`src/rtl/ir_fetch_cache.sv`:
```
// ir_fetch_cache: single-line instruction fetch cache in front of an external
// word-wide memory. A line of LINE_WORDS words is filled from memory after
// reset and on every miss; hits return the word one cycle after irp is sampled.
module ir_fetch_cache #(
  parameter int DATA_WIDTH = 8,
  parameter int ADDR_WIDTH = 16,
  parameter int LINE_WORDS = 64
) (
  input  logic                  clk,
  input  logic                  rst_n,
  input  logic [ADDR_WIDTH-1:0] irp,
  output logic [DATA_WIDTH-1:0] ir_data,
  output logic                  ir_valid,
  output logic                  cash_init_load_finished,
  output logic                  mem_req,
  output logic [ADDR_WIDTH-1:0] mem_addr,
  input  logic                  mem_ack,
  input  logic [DATA_WIDTH-1:0] mem_rdata,
  output logic                  busy
);

  localparam int OFF_W = $clog2(LINE_WORDS);
  localparam int TAG_W = ADDR_WIDTH - OFF_W;

  typedef enum logic [1:0] {
    IDLE,
    FILL,
    READY
  } state_t;

  state_t                state;
  logic [DATA_WIDTH-1:0] line_buf [LINE_WORDS];
  logic [TAG_W-1:0]      tag;
  logic [TAG_W-1:0]      base_tag;
  logic                  tag_valid;
  logic [OFF_W-1:0]      fill_idx;

  logic [TAG_W-1:0]      irp_tag;
  logic [OFF_W-1:0]      irp_off;
  logic                  hit;
  logic                  fill_write;

  assign irp_tag    = irp[ADDR_WIDTH-1:OFF_W];
  assign irp_off    = irp[OFF_W-1:0];
  assign hit        = tag_valid && (irp_tag == tag);
  // mem_req is high exactly in FILL, so stray acks outside a fill never write
  assign fill_write = mem_req && mem_ack;
  // base_tag and fill_idx only move on an acked cycle, keeping the address stable
  assign mem_addr   = {base_tag, fill_idx};

  // Line buffer write port; contents are not cleared by reset
  always_ff @(posedge clk) begin
    if (fill_write) begin
      line_buf[fill_idx] <= mem_rdata;
    end
  end

  // Fetch FSM: line fill sequencing, tag bookkeeping and registered outputs
  always_ff @(posedge clk) begin
    if (!rst_n) begin
      state                   <= IDLE;
      fill_idx                <= '0;
      tag                     <= '0;
      base_tag                <= '0;
      tag_valid               <= 1'b0;
      ir_data                 <= '0;
      ir_valid                <= 1'b0;
      cash_init_load_finished <= 1'b0;
      mem_req                 <= 1'b0;
      busy                    <= 1'b0;
    end else begin
      case (state)
        IDLE: begin
          base_tag <= '0;
          fill_idx <= '0;
          ir_valid <= 1'b0;
          mem_req  <= 1'b1;
          busy     <= 1'b1;
          state    <= FILL;
        end
        FILL: begin
          ir_valid <= 1'b0;
          if (mem_ack) begin
            fill_idx <= fill_idx + OFF_W'(1);
            if (fill_idx == OFF_W'(LINE_WORDS - 1)) begin
              tag                     <= base_tag;
              tag_valid               <= 1'b1;
              cash_init_load_finished <= 1'b1;
              mem_req                 <= 1'b0;
              busy                    <= 1'b0;
              state                   <= READY;
            end
          end
        end
        READY: begin
          if (hit) begin
            ir_data  <= line_buf[irp_off];
            ir_valid <= 1'b1;
          end else begin
            ir_valid  <= 1'b0;
            base_tag  <= irp_tag;
            tag_valid <= 1'b0;
            fill_idx  <= '0;
            mem_req   <= 1'b1;
            busy      <= 1'b1;
            state     <= FILL;
          end
        end
        default: begin
          state <= IDLE;
        end
      endcase
    end
  end

endmodule

```
`config.mk`:
```
export PLATFORM = sky130hd
export DESIGN_NAME = ir_fetch_cache
export DESIGN_NICKNAME = d
export VERILOG_FILES = /design/src/rtl/ir_fetch_cache.sv
export SDC_FILE = /design/constraint.sdc
export NUM_CORES = 1
export LEC_CHECK = 0
export ABC_CLOCK_PERIOD_IN_PS = 4300
export BUFFER_PORTS_ARGS = -buffer_cell sky130_fd_sc_hd__buf_2
export CAP_MARGIN = 20
export CORE_MARGIN = 2
export CORE_UTILIZATION = 65
export DETAILED_ROUTE_END_ITERATION = 12
export PLACE_DENSITY = 0.82
export SETUP_SLACK_MARGIN = 0.2
export SYNTH_ARGS = -nofsm -noshare
export SYNTH_HDL_FRONTEND = slang
export SYNTH_SLANG_ARGS = --single-unit
```
`constraint.sdc`:
```
create_clock -name clk -period 4.3 [get_ports clk]
set_input_delay 0.43 -clock clk [delete_from_list [all_inputs] [get_ports clk]]
set_output_delay 0.43 -clock clk [all_outputs]
set_load 0.01 [all_outputs]
```
==> impl_results.md, run 1 <==
* Status: finished, final reports clean
* Largest net degree at the start of global routing at 73
* Reg2reg end: fill_idx[5]$_SDFFE_PN0P_
* TritonRoute pass-1 iters at 5
* WL/cell at 27.3 um
* Number of global-route vias before repair at 11400
* Synth Flop Type: edfxtp_1
* Unique masters post-synth at 47
* Worst r2r src: state[0]$_SDFFE_PN0P_
* Leakage at 0.00768 uW
* Die H at 186 um
* Avg Inst Size Synth at 18.6 um2
* Final TNS setup at 0 ps
* CP Max Fanout at 30
* GRT Max-Usage Layer: met2
* Routed Antenna Nets at 0
* Logic gate share of total power at approximately 4.4%
* Drt drc at 0
* H-tree depth at 2
* DR vias at 11400
* Pwr per Cell Area at 447 mW/mm2
* Sequential power share at 54.6%
* Hold path depth at 3
* Post-Syn Instances at 1161
* Max-slew violation count at 0
* Total Die Area at 0.0347 mm2
* Clock skew at 22.2 ps
* Site row count at 66
* Die W at 186 um
* Post-synth EDFFs at slightly above 500
* Total CTS buffers at 52
* Switching share of power at 20.1%
* R2r setup slk at 1570 ps
* Initial DRC Count at 1327
* Period utilization at 63.5%
* Relative max-transition margin at a little under a third
* CP Cell Sequence: nand3b_1 -> nor4_1 -> and3_1 -> buf_4 -> or4_1 -> a21oi_1
* Worst reg2reg path depth at 6
* Fin crit period at between 2000 and 3000 ps
* Critical Path Start Type: register
* Total routed wirelength at 46700 um
* Nature of the critical path endpoint: register
* Final hold vios at 0
* Placed Area at between 0.02 and 0.025 mm2
* Post-synth ARST share at 0%
* Register area share after synthesis at 74.9%
* CTS resizes at 0
* Core Region at roughly 0.033 mm2
* Synth-to-Final Area Change at 11.3%
* Syn_nets at 1189
* Final setup violation count at 0
* GR Util met3 at 6.31%
* Yosys warns at 0
* I/O pins at 55
* Worst hold path class: in -> reg
* Max_cap viols at 0
* Antenna violations before repair at 6
* Initial Utilization at 66.2%
* Slowest stage cell, crit path: dfxtp_1
* CTS root buf: clkbuf_16
* Post-CTS Hold Buffers at 0
* Nets at 1252
* Number of port buffers at 54
* Yosys reg bits at 552
* Met1 global-route usage at 38.7%
* CTS tree: yes
* Internal Dissipation at 8590 uW
* Psw at ~2200 uW
* Worst-Margin Slew at 1050 ps
* Worst skew pair latency at 570 ps
* Min-Delay Endpoint: base_tag[4]$_SDFFE_PN0P_
* Peak supply drop at roughly 0.43 mV
* Clock tree buffer depth at 3
* Global Route met2 Usage at roughly 45%
* Vias/cell at about 6.7
* Critical path data arrival time at 3230 ps
* Clock power frac at 41.0%
* CP peak stage delay at 950 ps
* GPL Wtd Cong at roughly 0.81
* Layout cells sized above 1 at 25.1%
* Sink Count at 552
* Dpl hpwl at 28200 um
* Final non-filler cell area at between 0.02 and 0.025 mm2
* Postcts setup bufs at 0
* Global-route wire length before repair at 70100 um
* HP Start: irp[10]
* Post-Syn Area at 0.0216 mm2
* Total global routing overflow at 0
* Setup Crit Path Kind: reg -> reg
* CP required at between 4000 and 5000 ps
* RSZ-0062 raised after global routing: no
* Worst-path clk slew at ~60 ps
* Total GRT Usage at around 28%
* Fmax achieved at about 370 MHz
cells in the final DEF (no fill, tap or decap), types with 10 or more instances in the layout:
cell type and instances:
nor3_1 10, a22oi_1 17, nor2_1 87, o21ai_0 21, dfxtp_1 40, clkinv_1 12, nand2_1 40, clkbuf_1 15
buf_2 52, a21oi_1 34, nand3_1 28, clkbuf_16 53, mux4_2 100, mux2i_1 23, edfxtp_1 512, o22ai_1 37
mux2_2 61, xor2_1 12, buf_4 19
power groups by stage:
stage	Clock, uW	Sequential, uW	Combinational (uW)
2_1_floorplan	0	5980	273
4_1_cts	4430	5880	459
3_5_place_dp	0	5990	452
3_3_place_gp	0	5990	441
6_report	4400	5870	471
5_1_grt	4620	5870	502
how the worst max path moves through the flow:
stage / start / endpoint / slack [ps] / depth (start not counted)
floorplan: irp[0] / ir_data[6]$_SDFFE_PN0P_ / 2070 / 6
global placement: irp[1] / ir_data[1]$_SDFFE_PN0P_ / 1400 / 9
detailed placement: irp[5] / ir_data[5]$_SDFFE_PN0P_ / 1350 / 8
CTS: state[0]$_SDFFE_PN0P_ / fill_idx[5]$_SDFFE_PN0P_ / 1620 / 6
global route: state[0]$_SDFFE_PN0P_ / ir_data[7]$_SDFFE_PN0P_ / 1320 / 5
finish: state[0]$_SDFFE_PN0P_ / fill_idx[5]$_SDFFE_PN0P_ / 1570 / 6
per-stage QoR:
stage	worst slack [ps]	util, %	std cells	total power [uW]	hold WS, ps
final	1570	73.7	1713	10800	152
after detailed placement	1350	68.3	1607	6440	458
after CTS	1620	73.4	1705	10800	142
after global routing	1320	73.7	1711	11000	165
after floorplan	2070	-	1161	6260	448
after global placement	1400	68.3	1607	6430	436
cell families after synthesis:
logic type | synth area share [%]
AOI/OAI and AO/OA | 4.10
xor gates and xnor gates | 0.527
adders and majority gates | 0.0579
buffers and inverters | 1.55
DFF | 74.9
muxes | 14.7
and+or+nand+nor | 4.21
routing by layer:
layer / wire length (um) / vias up
met1: 17500 / 5828
met2: 22800 / 673
met4: 1570 / 2
li1: - / 4831
met5: 13 / -
met3: 4850 / 103
flip-flops by register name (all words and copies together), names as in the netlist:
name / cells
base_tag: 10
busy: 1
cash_init_load_finished: 1
fill_idx: 6
ir_data: 8
ir_valid: 1
line_buf: 512
state: 2
tag: 10
tag_valid: 1
cell type report:
| class | count | area [um2] |
|---|---|---|
| flip-flops and latches | 552 | 16200 |
| fillers | 1785 | 8570 |
| multi-input cells | 535 | 5090 |
| clock buffers | 74 | 1470 |
| repair buffers | 79 | 554 |
| well taps | 442 | 553 |
| clock inverters | 24 | 189 |
| inverters | 4 | 15.0 |
| diodes | 3 | 7.51 |
cell usage after synthesis (10+ instances only):
master | count | area [um2]
edfxtp_1 | 512 | 15400
mux4_2 | 100 | 2250
nor2_1 | 87 | 327
mux2_2 | 61 | 687
dfxtp_1 | 40 | 801
nand2_1 | 40 | 150
clkbuf_1 | 38 | 143
o22ai_1 | 37 | 231
a21oi_1 | 34 | 170
nand3_1 | 28 | 140
buf_2 | 25 | 125
mux2i_1 | 23 | 230
o21ai_0 | 21 | 105
a22oi_1 | 17 | 128
xor2_1 | 12 | 105
nor3_1 | 10 | 50.1
worst max-delay path, delay by kind of cell (launching register included):
family	cells	cell delay [ps]
simple gates	4	1210
flops	1	950
buf+inv	1	320
compound gates	1	160
(Power assumes the default switching activity.)
==> run 2, diff against run 1 <==
- ABC_CLOCK_PERIOD_IN_PS: 4300 -> 2800
- CORE_UTILIZATION: 65 -> 62
- PLACE_DENSITY: 0.82 -> 0.79
- clock period: 4.3 -> 2.8 ns (I/O delays scaled with it)
==> impl_results.md, run 2 (synthesis gave the netlist of run 1 again) <==
* Final Hold Slack at 18.8 ps (-133 ps)
* Vias/cell at 6.52 (-2.3%)
* RSZ-0062 raised after global routing: no
* Worst-path clk slew at 70 ps (about the same)
* DR vias at 11700 (+2.6%)
* Layout cells sized above 1 at 29.2% (+4.2 points)
* CP top delay family: compound AO/OA/AOI/OAI gates
* Initial Utilization at 62.7% (-3.5 points)
* Slowest stage cell, crit path: a2111oi_0
* Max_cap viols at 0 (unchanged)
* Non-filler cells, final at 1799 (+5.0%)
* Total CTS buffers at 51 (-1.9%)
* CTS tree: yes
* Pwr per Cell Area at 676 mW/mm2 (+51%)
* Routed Antenna Nets at 0 (unchanged)
* Antenna cells at 0 (-3)
* GPL Wtd Cong at 0.868 (+7.0%)
* Number of global-route vias before repair at 11700 (+2.6%)
* Commonest cells after routing, fill and taps aside: edfxtp_1 (512), mux4_2 (100), buf_4 (90), nor2_1 (87), mux2_2 (61)
* Postcts setup bufs at 0 (unchanged)
* Total global routing overflow at 0 (unchanged)
* Nature of the critical path endpoint: register
* Dpl hpwl at 29700 um (+5.4%)
* Fin crit period at 2440 ps (-291 ps)
* Drt drc at 0 (unchanged)
* Worst-Margin Slew at 1070 ps (+26.4 ps)
* CTS root buf: clkbuf_16
* Layout Utilization at 71.8% (-1.9 points)
* Peak supply drop at 0.528 mV (+24%)
* Largest Register: line_buf
* Largest register FFs at 512 (unchanged)
* Worst r2r src: line_buf[3][4]$_DFFE_PP_
* Clock skew at 9.52 ps (-12.6 ps)
* Total Die Area at 0.0363 mm2 (+4.7%)
* Clock tree buffer depth at 3 (unchanged)
* I/O pins at 55 (unchanged)
* Filler cell count in the final layout at 2004 (+12%)
* Final TNS setup at 0 ps (unchanged)
* Final hold vios at 0 (unchanged)
* Nets at 1330 (+6.2%)
* CTS resizes at 0 (unchanged)
* Antenna violations before repair at 1 (-5)
* Die W at 191 um (+2.3%)
* Critical path data arrival time at 2860 ps (-370 ps)
* Synth-to-Final Area Change at 14.6%
* Largest net degree at the start of global routing at 65 (-11%)
* CP peak stage delay at 640 ps (-310 ps)
* Global-route wire length before repair at 73700 um (+5.2%)
* CP required at 3220 ps (-1580 ps)
* Initial DRC Count at 1629 (+23%)
* Post-CTS Hold Buffers at 4 (+4)
* Worst path bufs/invs at 1 (unchanged)
* Critical Path Start Type: register
* Worst setup path startpoint: line_buf[3][4]$_DFFE_PP_
* Sink Count at 552 (unchanged)
* Total routed wirelength at 49100 um (+5.2%)
* WL/cell at 27.3 um (+0.21%)
* Relative max-transition margin at 28.5% (-1.5 points)
* Worst hold path class: in -> reg
* Biggest regs: line_buf: 512 flops, base_tag: 10 flops, tag: 10 flops
* Multi-input logic area at 0.00509 mm2 (unchanged)
* Placed Cells at 1699 (+5.7%)
* Worst skew pair latency at 570 ps (about the same)
* Core Region at 0.0345 mm2 (+5.6%)
* Fmax achieved at 410 MHz (+12%)
* HP Start: irp[7]
* Leakage at 0.00812 uW (+5.8%)
* Max-slew violation count at 0 (unchanged)
* Final setup violation count at 0 (unchanged)
* TritonRoute pass-1 iters at 6 (+1)
* Site row count at 68 (+3.0%)
* CP Cell Sequence: mux4_2 -> mux2i_1 -> o22ai_1 -> a2111oi_0 -> buf_4 -> o32ai_1
* Number of port buffers at 54 (unchanged)
* H-tree depth at 2 (unchanged)
* Register Area at 0.0162 mm2 (unchanged)
* Status: finished, final reports clean
* Period utilization at 87.2% (+24 points)
* Total GRT Usage at 28.0% (+0.096 points)
* Total power at 16700 uW (+56%)
* CP Max Fanout at 1 (-97%)
* Commonest non-fill, non-tap cell in the layout: edfxtp_1
* Setup Crit Path Kind: reg -> reg
* Die H at 191 um (+2.3%)
==> run 2: cell count changes in the layout (fill, tap and decap cells not counted), sizes merged <==
cell,change
inv,-2
clkbuf,-9
buf,+75
clkinvlp,+2
clkinv,+4
diode,-3
dlygate4sd3,+4
bufinv,+2
==> run 2: metal layers <==
metal | part of all wire (%) | GRT usage, % | wire length (um)
met2 | 50 | 45.8 | 24400
met3 | 10 | 5.52 | 4930
met1 | 38 | 39.2 | 18600
met5 | 0.014 | 0 | 7
met4 | 2.5 | 7.93 | 1210
==> run 2: final timing paths <==
kind | slack, ps | end | cells after the start
setup / recovery | 360 | ir_data[4]$_SDFFE_PN0P_ | 6
hold / removal | 20 | base_tag[1]$_SDFFE_PN0P_ | 3
setup reg to reg | 360 | ir_data[4]$_SDFFE_PN0P_ | 6
hold reg to reg | 460 | cash_init_load_finished$_SDFFE_PN0P_ | 2
==> run 2: tightest hold or removal path, cell delays in order <==
cell and delay [ps]:
buf_2 120, nand3_1 70, a21oi_1 60
==> run 2: stage by stage <==
step | area (um2) | worst slack, ps
after detailed placement | 23000 | 131
after floorplan | 21600 | 722
after CTS | 24700 | 380
after global routing | 24800 | 311
after global placement | 23000 | 134
final | 24800 | 358
==> run 2: final cells by class <==
| type | instances | area share [%] |
|---|---|---|
| flip-flops and latches | 552 | 65.3 |
| multi-input cells | 535 | 20.6 |
| clock buffers | 65 | 5.79 |
| repair buffers | 158 | 4.88 |
| well taps | 455 | 2.30 |
| clock inverters | 30 | 1.06 |
| inverters | 4 | 0.0607 |
==> run 2: where the power goes <==
group | switching (uW) | leakage [uW] | internal (uW)
Clock | 2890 | 0.000827 | 4070
Sequential | 7.56 | 0.00492 | 9010
Combinational | 466 | 0.00237 | 301
Total | 3360 | 0.00812 | 13400
